`src/rtl/uart_pkg.sv`:
```
// Shared definitions for the Wishbone transmit-only UART.
//
// Purpose: register offsets decoded from adr[3:2], bit positions inside the
// STATUS register, and the transmit state machine encoding.
// Ports: none (package).
// Configuration: none here; see wb_uart_tx.sv for UART_TX_IRQ_EN.

package uart_pkg;

    // Word index of each register (adr[3:2]).
    localparam logic [1:0] REG_DATA    = 2'd0;
    localparam logic [1:0] REG_STATUS  = 2'd1;
    localparam logic [1:0] REG_DIVISOR = 2'd2;
    localparam logic [1:0] REG_CTRL    = 2'd3;

    // Bit positions inside STATUS.
    localparam int ST_FULL      = 0;
    localparam int ST_EMPTY     = 1;
    localparam int ST_BUSY      = 2;
    localparam int ST_OVERFLOW  = 3;
    localparam int ST_LEVEL_LSB = 8;

    typedef enum logic [1:0] {
        IDLE,
        START,
        DATA,
        STOP
    } tx_state_t;

endpackage

```
`src/rtl/wb_uart_tx_if.sv`:
```
// Wishbone classic bus bundle.
//
// Purpose: groups the Wishbone classic signals between a master and the
// peripherals on a peripheral_busses slot.
// Signals: adr (32), dat_w (32), dat_r (32), we, sel (4), cyc, stb, ack.
// Modports: master drives the request side, slave drives dat_r and ack.

interface wb_bus;

    logic [31:0] adr;
    logic [31:0] dat_w;
    logic [31:0] dat_r;
    logic        we;
    logic [3:0]  sel;
    logic        cyc;
    logic        stb;
    logic        ack;

    modport master (
        output adr, dat_w, we, sel, cyc, stb,
        input  dat_r, ack
    );

    modport slave (
        input  adr, dat_w, we, sel, cyc, stb,
        output dat_r, ack
    );

endinterface

```
`src/rtl/wb_uart_tx_fifo.sv`:
```
// sync_fifo: single-clock circular-buffer FIFO with first-word fall-through.
//
// Ports:
//   clk, rst    clock and synchronous active-high reset (flushes the FIFO)
//   push, din   write request and data; accepted when not full, or when a
//               pop happens in the same cycle
//   pop, dout   read request; dout always shows the oldest entry
//   full, empty, level  occupancy flags and entry count (0..DEPTH)
// Parameters: WIDTH data bits, DEPTH entries (power of two, >= 2).

module sync_fifo #(
    parameter int WIDTH = 8,
    parameter int DEPTH = 8
) (
    input  logic                   clk,
    input  logic                   rst,
    input  logic                   push,
    input  logic                   pop,
    input  logic [WIDTH-1:0]       din,
    output logic [WIDTH-1:0]       dout,
    output logic                   full,
    output logic                   empty,
    output logic [$clog2(DEPTH):0] level
);

    localparam int AW = $clog2(DEPTH);

    logic [WIDTH-1:0] mem [DEPTH];
    logic [AW:0]      wr_ptr;
    logic [AW:0]      rd_ptr;
    logic             do_push;
    logic             do_pop;

    // Pointers carry one extra wrap bit: equal pointers mean empty, equal
    // index with differing wrap bits means full.
    assign empty   = (wr_ptr == rd_ptr);
    assign full    = (wr_ptr[AW] != rd_ptr[AW]) && (wr_ptr[AW-1:0] == rd_ptr[AW-1:0]);
    assign level   = wr_ptr - rd_ptr;
    assign do_pop  = pop & ~empty;
    assign do_push = push & (~full | do_pop);
    assign dout    = mem[rd_ptr[AW-1:0]];

    always_ff @(posedge clk) begin
        if (rst) begin
            wr_ptr <= '0;
            rd_ptr <= '0;
        end else begin
            if (do_push) wr_ptr <= wr_ptr + (AW+1)'(1);
            if (do_pop)  rd_ptr <= rd_ptr + (AW+1)'(1);
        end
    end

    // Storage needs no reset; only the pointers define what is valid.
    always_ff @(posedge clk) begin
        if (do_push) mem[wr_ptr[AW-1:0]] <= din;
    end

endmodule

```
`src/rtl/wb_uart_tx.sv`:
```
// wb_uart_tx: Wishbone classic slave, transmit-only 8N1 UART.
//
// Ports:
//   clk_in     system clock
//   reset_in   synchronous active-high reset
//   bus_slave  Wishbone classic slave (registered ack, one access per ack)
//   tx_out     serial line, idle high, driven from a flop
//   irq_out    interrupt request
// Registers (adr[3:2]): DATA (W push), STATUS, DIVISOR, CTRL.
// Configuration macro: UART_TX_IRQ_EN enables CTRL.irq_en and irq_out;
// without it irq_out is tied low and CTRL reads as zero.

module wb_uart_tx
    import uart_pkg::*;
#(
    parameter int          FIFO_DEPTH  = 8,
    parameter logic [15:0] DEFAULT_DIV = 16'd433
) (
    input  logic  clk_in,
    input  logic  reset_in,
    wb_bus.slave  bus_slave,
    output logic  tx_out,
    output logic  irq_out
);

    localparam int LW = $clog2(FIFO_DEPTH) + 1;

    logic          access;
    logic          wr_access;
    logic [1:0]    reg_sel;
    logic          data_write;
    logic [31:0]   read_data;
    logic [31:0]   ctrl_rd;
    logic [15:0]   divisor;
    logic          overflow;

    logic          fifo_pop;
    logic [7:0]    fifo_dout;
    logic          fifo_full;
    logic          fifo_empty;
    logic [LW-1:0] fifo_level;

    tx_state_t     state;
    logic [7:0]    shift_q;
    logic [15:0]   div_q;
    logic [15:0]   baud_cnt;
    logic [2:0]    bit_cnt;
    logic          tx_q;
    logic          busy;

    logic          unused_bus;

    // An access is taken in the cycle that raises ack, so every write has
    // exactly one effect even when stb is held.
    assign access     = bus_slave.cyc & bus_slave.stb & ~bus_slave.ack;
    assign wr_access  = access & bus_slave.we;
    assign reg_sel    = bus_slave.adr[3:2];
    assign data_write = wr_access && (reg_sel == REG_DATA);
    assign busy       = (state != IDLE);
    assign fifo_pop   = (state == IDLE) & ~fifo_empty;
    assign tx_out     = tx_q;
    assign unused_bus = ^{bus_slave.adr[31:4], bus_slave.adr[1:0],
                          bus_slave.sel, bus_slave.dat_w[31:16]};

    sync_fifo #(
        .WIDTH (8),
        .DEPTH (FIFO_DEPTH)
    ) u_fifo (
        .clk   (clk_in),
        .rst   (reset_in),
        .push  (data_write),
        .pop   (fifo_pop),
        .din   (bus_slave.dat_w[7:0]),
        .dout  (fifo_dout),
        .full  (fifo_full),
        .empty (fifo_empty),
        .level (fifo_level)
    );

`ifdef UART_TX_IRQ_EN
    logic irq_en;
    logic irq_q;

    // Level interrupt: asserted while enabled and fully drained.
    always_ff @(posedge clk_in) begin
        if (reset_in) begin
            irq_en <= 1'b0;
            irq_q  <= 1'b0;
        end else begin
            if (wr_access && (reg_sel == REG_CTRL)) irq_en <= bus_slave.dat_w[0];
            irq_q <= irq_en & fifo_empty & ~busy;
        end
    end

    assign irq_out = irq_q;
    assign ctrl_rd = {31'd0, irq_en};
`else
    assign irq_out = 1'b0;
    assign ctrl_rd = 32'd0;
`endif

    always_comb begin
        read_data = 32'd0;
        case (reg_sel)
            REG_STATUS: begin
                read_data[ST_FULL]             = fifo_full;
                read_data[ST_EMPTY]            = fifo_empty;
                read_data[ST_BUSY]             = busy;
                read_data[ST_OVERFLOW]         = overflow;
                read_data[ST_LEVEL_LSB +: 8]   = 8'(fifo_level);
            end
            REG_DIVISOR: read_data[15:0] = divisor;
            REG_CTRL:    read_data       = ctrl_rd;
            default:     read_data       = 32'd0;
        endcase
    end

    // Bus side: registered ack and read data, divisor and sticky overflow.
    // A DATA write into a full FIFO is only dropped if no pop frees a slot
    // in the same cycle.
    always_ff @(posedge clk_in) begin
        if (reset_in) begin
            bus_slave.ack   <= 1'b0;
            bus_slave.dat_r <= 32'd0;
            divisor         <= DEFAULT_DIV;
            overflow        <= 1'b0;
        end else begin
            bus_slave.ack   <= access;
            bus_slave.dat_r <= (access && !bus_slave.we) ? read_data : 32'd0;
            if (wr_access && (reg_sel == REG_DIVISOR)) divisor <= bus_slave.dat_w[15:0];
            if (data_write && fifo_full && !fifo_pop) begin
                overflow <= 1'b1;
            end else if (wr_access && (reg_sel == REG_STATUS) && bus_slave.dat_w[ST_OVERFLOW]) begin
                overflow <= 1'b0;
            end
        end
    end

    // Transmit FSM. tx_q is loaded with the level of the state being
    // entered, so the line changes exactly at bit boundaries. div_q is
    // captured at frame start so divisor writes only affect later frames.
    always_ff @(posedge clk_in) begin
        if (reset_in) begin
            state    <= IDLE;
            tx_q     <= 1'b1;
            shift_q  <= 8'd0;
            div_q    <= 16'd0;
            baud_cnt <= 16'd0;
            bit_cnt  <= 3'd0;
        end else begin
            case (state)
                IDLE: begin
                    tx_q <= 1'b1;
                    if (!fifo_empty) begin
                        shift_q  <= fifo_dout;
                        div_q    <= divisor;
                        baud_cnt <= 16'd0;
                        bit_cnt  <= 3'd0;
                        tx_q     <= 1'b0;
                        state    <= START;
                    end
                end
                START: begin
                    if (baud_cnt == div_q) begin
                        baud_cnt <= 16'd0;
                        tx_q     <= shift_q[0];
                        state    <= DATA;
                    end else begin
                        baud_cnt <= baud_cnt + 16'd1;
                    end
                end
                DATA: begin
                    if (baud_cnt == div_q) begin
                        baud_cnt <= 16'd0;
                        if (bit_cnt == 3'd7) begin
                            tx_q  <= 1'b1;
                            state <= STOP;
                        end else begin
                            bit_cnt <= bit_cnt + 3'd1;
                            shift_q <= shift_q >> 1;
                            tx_q    <= shift_q[1];
                        end
                    end else begin
                        baud_cnt <= baud_cnt + 16'd1;
                    end
                end
                STOP: begin
                    if (baud_cnt == div_q) begin
                        baud_cnt <= 16'd0;
                        state    <= IDLE;
                    end else begin
                        baud_cnt <= baud_cnt + 16'd1;
                    end
                end
                default: state <= IDLE;
            endcase
        end
    end

endmodule

```
`src/flat_wrapper.sv`:
```
// flat-port wrapper written by rule: the top's interface ports become plain ports
module wb_uart_tx_flat import uart_pkg::*;
#(
    parameter int          FIFO_DEPTH  = 8,
    parameter logic [15:0] DEFAULT_DIV = 16'd433
)
  (clk_in, reset_in, tx_out, irq_out, bus_slave_adr, bus_slave_dat_w, bus_slave_we, bus_slave_sel, bus_slave_cyc, bus_slave_stb, bus_slave_dat_r, bus_slave_ack);
  wb_bus bus_slave_i ();
  input  logic clk_in;
  input  logic reset_in;
  output logic tx_out;
  output logic irq_out;
  input wire logic [$bits(bus_slave_i.adr)-1:0] bus_slave_adr;
  input wire logic [$bits(bus_slave_i.dat_w)-1:0] bus_slave_dat_w;
  input wire logic [$bits(bus_slave_i.we)-1:0] bus_slave_we;
  input wire logic [$bits(bus_slave_i.sel)-1:0] bus_slave_sel;
  input wire logic [$bits(bus_slave_i.cyc)-1:0] bus_slave_cyc;
  input wire logic [$bits(bus_slave_i.stb)-1:0] bus_slave_stb;
  output wire logic [$bits(bus_slave_i.dat_r)-1:0] bus_slave_dat_r;
  output wire logic [$bits(bus_slave_i.ack)-1:0] bus_slave_ack;
  assign bus_slave_i.adr = bus_slave_adr;
  assign bus_slave_i.dat_w = bus_slave_dat_w;
  assign bus_slave_i.we = bus_slave_we;
  assign bus_slave_i.sel = bus_slave_sel;
  assign bus_slave_i.cyc = bus_slave_cyc;
  assign bus_slave_i.stb = bus_slave_stb;
  assign bus_slave_dat_r = bus_slave_i.dat_r;
  assign bus_slave_ack = bus_slave_i.ack;
  wb_uart_tx #(.FIFO_DEPTH(FIFO_DEPTH), .DEFAULT_DIV(DEFAULT_DIV)) u_core (.clk_in(clk_in), .reset_in(reset_in), .bus_slave(bus_slave_i), .tx_out(tx_out), .irq_out(irq_out));
endmodule
```
`config.mk`:
```
export PLATFORM = sky130hd
export DESIGN_NAME = wb_uart_tx_flat
export DESIGN_NICKNAME = d
export VERILOG_FILES = /design/src/rtl/uart_pkg.sv /design/src/rtl/wb_uart_tx_if.sv /design/src/rtl/wb_uart_tx_fifo.sv /design/src/rtl/wb_uart_tx.sv /design/src/flat_wrapper.sv
export SDC_FILE = /design/constraint.sdc
export NUM_CORES = 1
export LEC_CHECK = 0
export ABC_AREA = 1
export BUFFER_PORTS_ARGS = -buffer_cell sky130_fd_sc_hd__buf_2
export CAP_MARGIN = 20
export CORE_MARGIN = 3
export CORE_UTILIZATION = 44
export CTS_CLUSTER_SIZE = 16
export DETAILED_ROUTE_END_ITERATION = 8
export PLACE_DENSITY = 0.6
export SYNTH_ARGS = -nofsm -noshare
export SYNTH_HDL_FRONTEND = slang
export SYNTH_HIERARCHICAL = 1
export SYNTH_SLANG_ARGS = --single-unit
```
`constraint.sdc`:
```
create_clock -name clk_in -period 5.4 [get_ports clk_in]
set_clock_uncertainty 0.15 [all_clocks]
set_input_delay 0.54 -clock clk_in [delete_from_list [all_inputs] [get_ports clk_in]]
set_output_delay 0.54 -clock clk_in [all_outputs]
set_load 0.03 [all_outputs]
```
==> impl_metrics.toml <==
[outcome]
status = "finished clean"

[pwr]
internal_power_mw = 2.16
p_leak_nw = 3.15
combPwrFrac_pct = 14.4
p_clk_share_pct = 41.5
seq_power_share_pct = 44.1
power.density_nw_per_um2 = 373
switching_power_mw = 0.794
switching_share_pct = 26.9
vdd_drop_max_v = 0.000253

[clock_tree]
clock_latency_ns = 0.42
cts_resized = 0
cts.sinks = 155
clockBufferDepth = 2
cts_made_buffers = 17
path_clk_slew_ns = 0.06
cts_tree = "done"
clockRootBuffer = "clkbuf_16"
htreeDepth = 4
holdBufCountCts = 0
cts_setup_buffers = 0

[grt]
grt-busiest-layer = "met2"
grt_usage_pct = 18.2
grtUsageMet2_pct = 29.0
gr-usage-met1_pct = 24.6
grtUsageMet3_pct = 4.24
grt_max_degree = 39
antenna_found_initial = 0
overflow = 0
grt_pass1_vias = 5118
grt_first_pass_wirelength_mm = 25.5

[critical_path]
cp.arrival_ns = 3.21
start_kind = "flip-flop"
endpoint_kind = "flip-flop"
cp_max_fo = 34
worst-endpoint-required_ns = 5.29
critical_path_class = "flip-flop to flip-flop"

[floorplanning]
std_cell_rows = 45
die_area_um2 = 17500
die_y_um = 132
initial_utilization_pct = 45.5
core_um2 = 15400
io-pin-count = 108
die_w_um = 132

[cells_and_area]
nFillCells = 1454
drive_above_1_share_pct = 12.2
nets = 956
syn_to_final_growth_pct = 12.8
fin_util_pct = 51.3
antennaDiodeCount = 0

[place]
post-dp-hpwl_mm = 10.0
io_buffers = 40
place.gp.congestion = 0.806
pre_cts_ws_ns = 2.09

[detailed_routing]
ant_nets = 0
vias_per_cell = 4.81
first_iter_violations = 335
vias = 5245
drt_wl_total_mm = 15.1
drtPass1Iterations = 4
wl_per_cell_um = 13.8
route.detailed.drc = 0

[synthesis]
ys_types = 39
ys_seq_elements = 155
synth.avg_cell_area_um2 = 8.41
synth_warnings = 6
netlist.area_leader.share_pct = 27.4
syn-instance-count = 835
synth_seq_area_share_pct = 53.3
netlist_area_um2 = 7030
yosys-top-cells-area = "edfxtp_1 (27%), dfxtp_1 (26%), nand2_1 (11%), nor2_1 (5.3%), inv_1 (4.6%)"
synth_top_area_cell = "edfxtp_1"

[timing]
tightest_slew_ns = 0.918
period_needed_ns = 3.33
finalSetupTns_ns = 0
fin_ws_ns = 2.07
hold_violations = 0
setup_viol = 0
whs_ns = 0.193
fmax_mhz = 301
layout_worst_path_cycle_share_pct = 61.6
maxSlewHeadroom_pct = 38.6
slew_violations = 0
rsz0062_at_grt = "no"

[hold_path]
hold_class = "primary input to flip-flop"

[flow_run]
drv_cap = 0
[flip-flops by register name, summed over array words and instances (netlist names), 2 cells and up, named ones only]
signal and count:
u_core/state 2, u_core/u_fifo/rd_ptr 4, u_core/bus_slave.dat_r 16, u_core/u_fifo/wr_ptr 4, u_core/divisor 16, u_core/shift_q 8
u_core/u_fifo/mem 64, u_core/baud_cnt 16, u_core/bit_cnt 3, u_core/div_q 16
[path summary, 6_finish.rpt]
check                                              from                 endpoint  slack, ns  depth (start not counted)
worst min-delay path                 bus_slave_dat_w[8]        u_core/divisor[8]       0.19                          3
worst min register to register        u_core/bit_cnt[1]        u_core/bit_cnt[1]       0.31                          2
worst max-delay path            u_core/u_fifo/wr_ptr[0]  u_core/u_fifo/mem[3][5]       2.07                         12
worst max register to register  u_core/u_fifo/wr_ptr[0]  u_core/u_fifo/mem[3][5]       2.07                         12
[cells in the final DEF (no fill, tap or decap), drive strengths merged]
cell      Yosys  final
nor2        108    108
clkbuf       17     21
a21oi        59     59
o211ai        5      5
o21ai        78     78
buf          30     44
bufinv        0      3
clkinv        2      7
edfxtp       64     64
dfxtp        91     91
nand3        21     21
nand2       208    208
xor2          9      9
clkinvlp      0      2
fa            1      1
a22oi         1      1
nor3          8      8
o22ai        16     16
inv          92     93
ha           15     15
conb          1     17
a21boi        1      1
nand4         6      6
xnor2         1      1
nand3b        1      1
[cells in the mapped netlist (all sizes together)]
cell,n
nand4,6
a21boi,1
fa,1
nand3b,1
clkbuf,17
a22oi,1
o211ai,5
o22ai,16
nor3,8
inv,92
xor2,9
xnor2,1
nand2,208
ha,15
a21oi,59
conb,1
edfxtp,64
clkinv,2
nand3,21
dfxtp,91
o21ai,78
buf,30
nor2,108
[per-layer routing]
| layer | share of wire, % | wire [µm] |
|---|---|---|
| met3 | 3.7 | 566 |
| met5 | 0 | 0 |
| met2 | 47 | 7050 |
| met1 | 49 | 7330 |
| met4 | 0.99 | 150 |
[critical path: stages, from the launching register on]
cell,delay [ns]
dfxtp_1,0.44
inv_1,0.12
ha_1,0.30
inv_1,0.13
nor2_4,0.07
nand2_4,0.09
inv_1,0.11
nor2_2,0.12
buf_4,0.31
inv_1,0.13
nand3_4,0.14
nand3_2,0.13
nor2_1,0.69
[layout make-up]
type                       count  area [µm²]  share of cell area [%]
inverter                      94         355                    4.49
clock inverter                11         140                    1.77
clock buffer                  21         473                    5.97
multi-input combinational    555        2700                    34.1
sequential                   155        3740                    47.3
tap                          211         264                    3.33
timing repair buffer          44         243                    3.06
[metrics by stage]
step	instance area [µm²]	power (mW)	instances
floorplan	7090	1.67	851
CTS	7920	2.99	1091
detailed placement	7310	1.76	1059
global placement	7290	1.75	1058
global route	7920	3.12	1091
finish	7920	2.96	1091
[power groups by stage]
stage,logic (mW),clock network [mW],registers (mW)
4_1_cts,0.433,1.25,1.30
6_report,0.425,1.23,1.30
3_3_place_gp,0.425,0,1.33
2_1_floorplan,0.346,0,1.33
3_5_place_dp,0.430,0,1.33
5_1_grt,0.506,1.31,1.31
[cell families after synthesis]
kind of cell | after synthesis | share of synthesized area [%]
compound gates | 160 | 12.1
flops | 155 | 53.3
other cells | 1 | 0.0534
buf+inv | 141 | 9.14
simple gates | 352 | 21.2
xor+xnor | 10 | 1.25
fa+ha+maj | 16 | 2.96
Power figures use the tool's default switching activity.
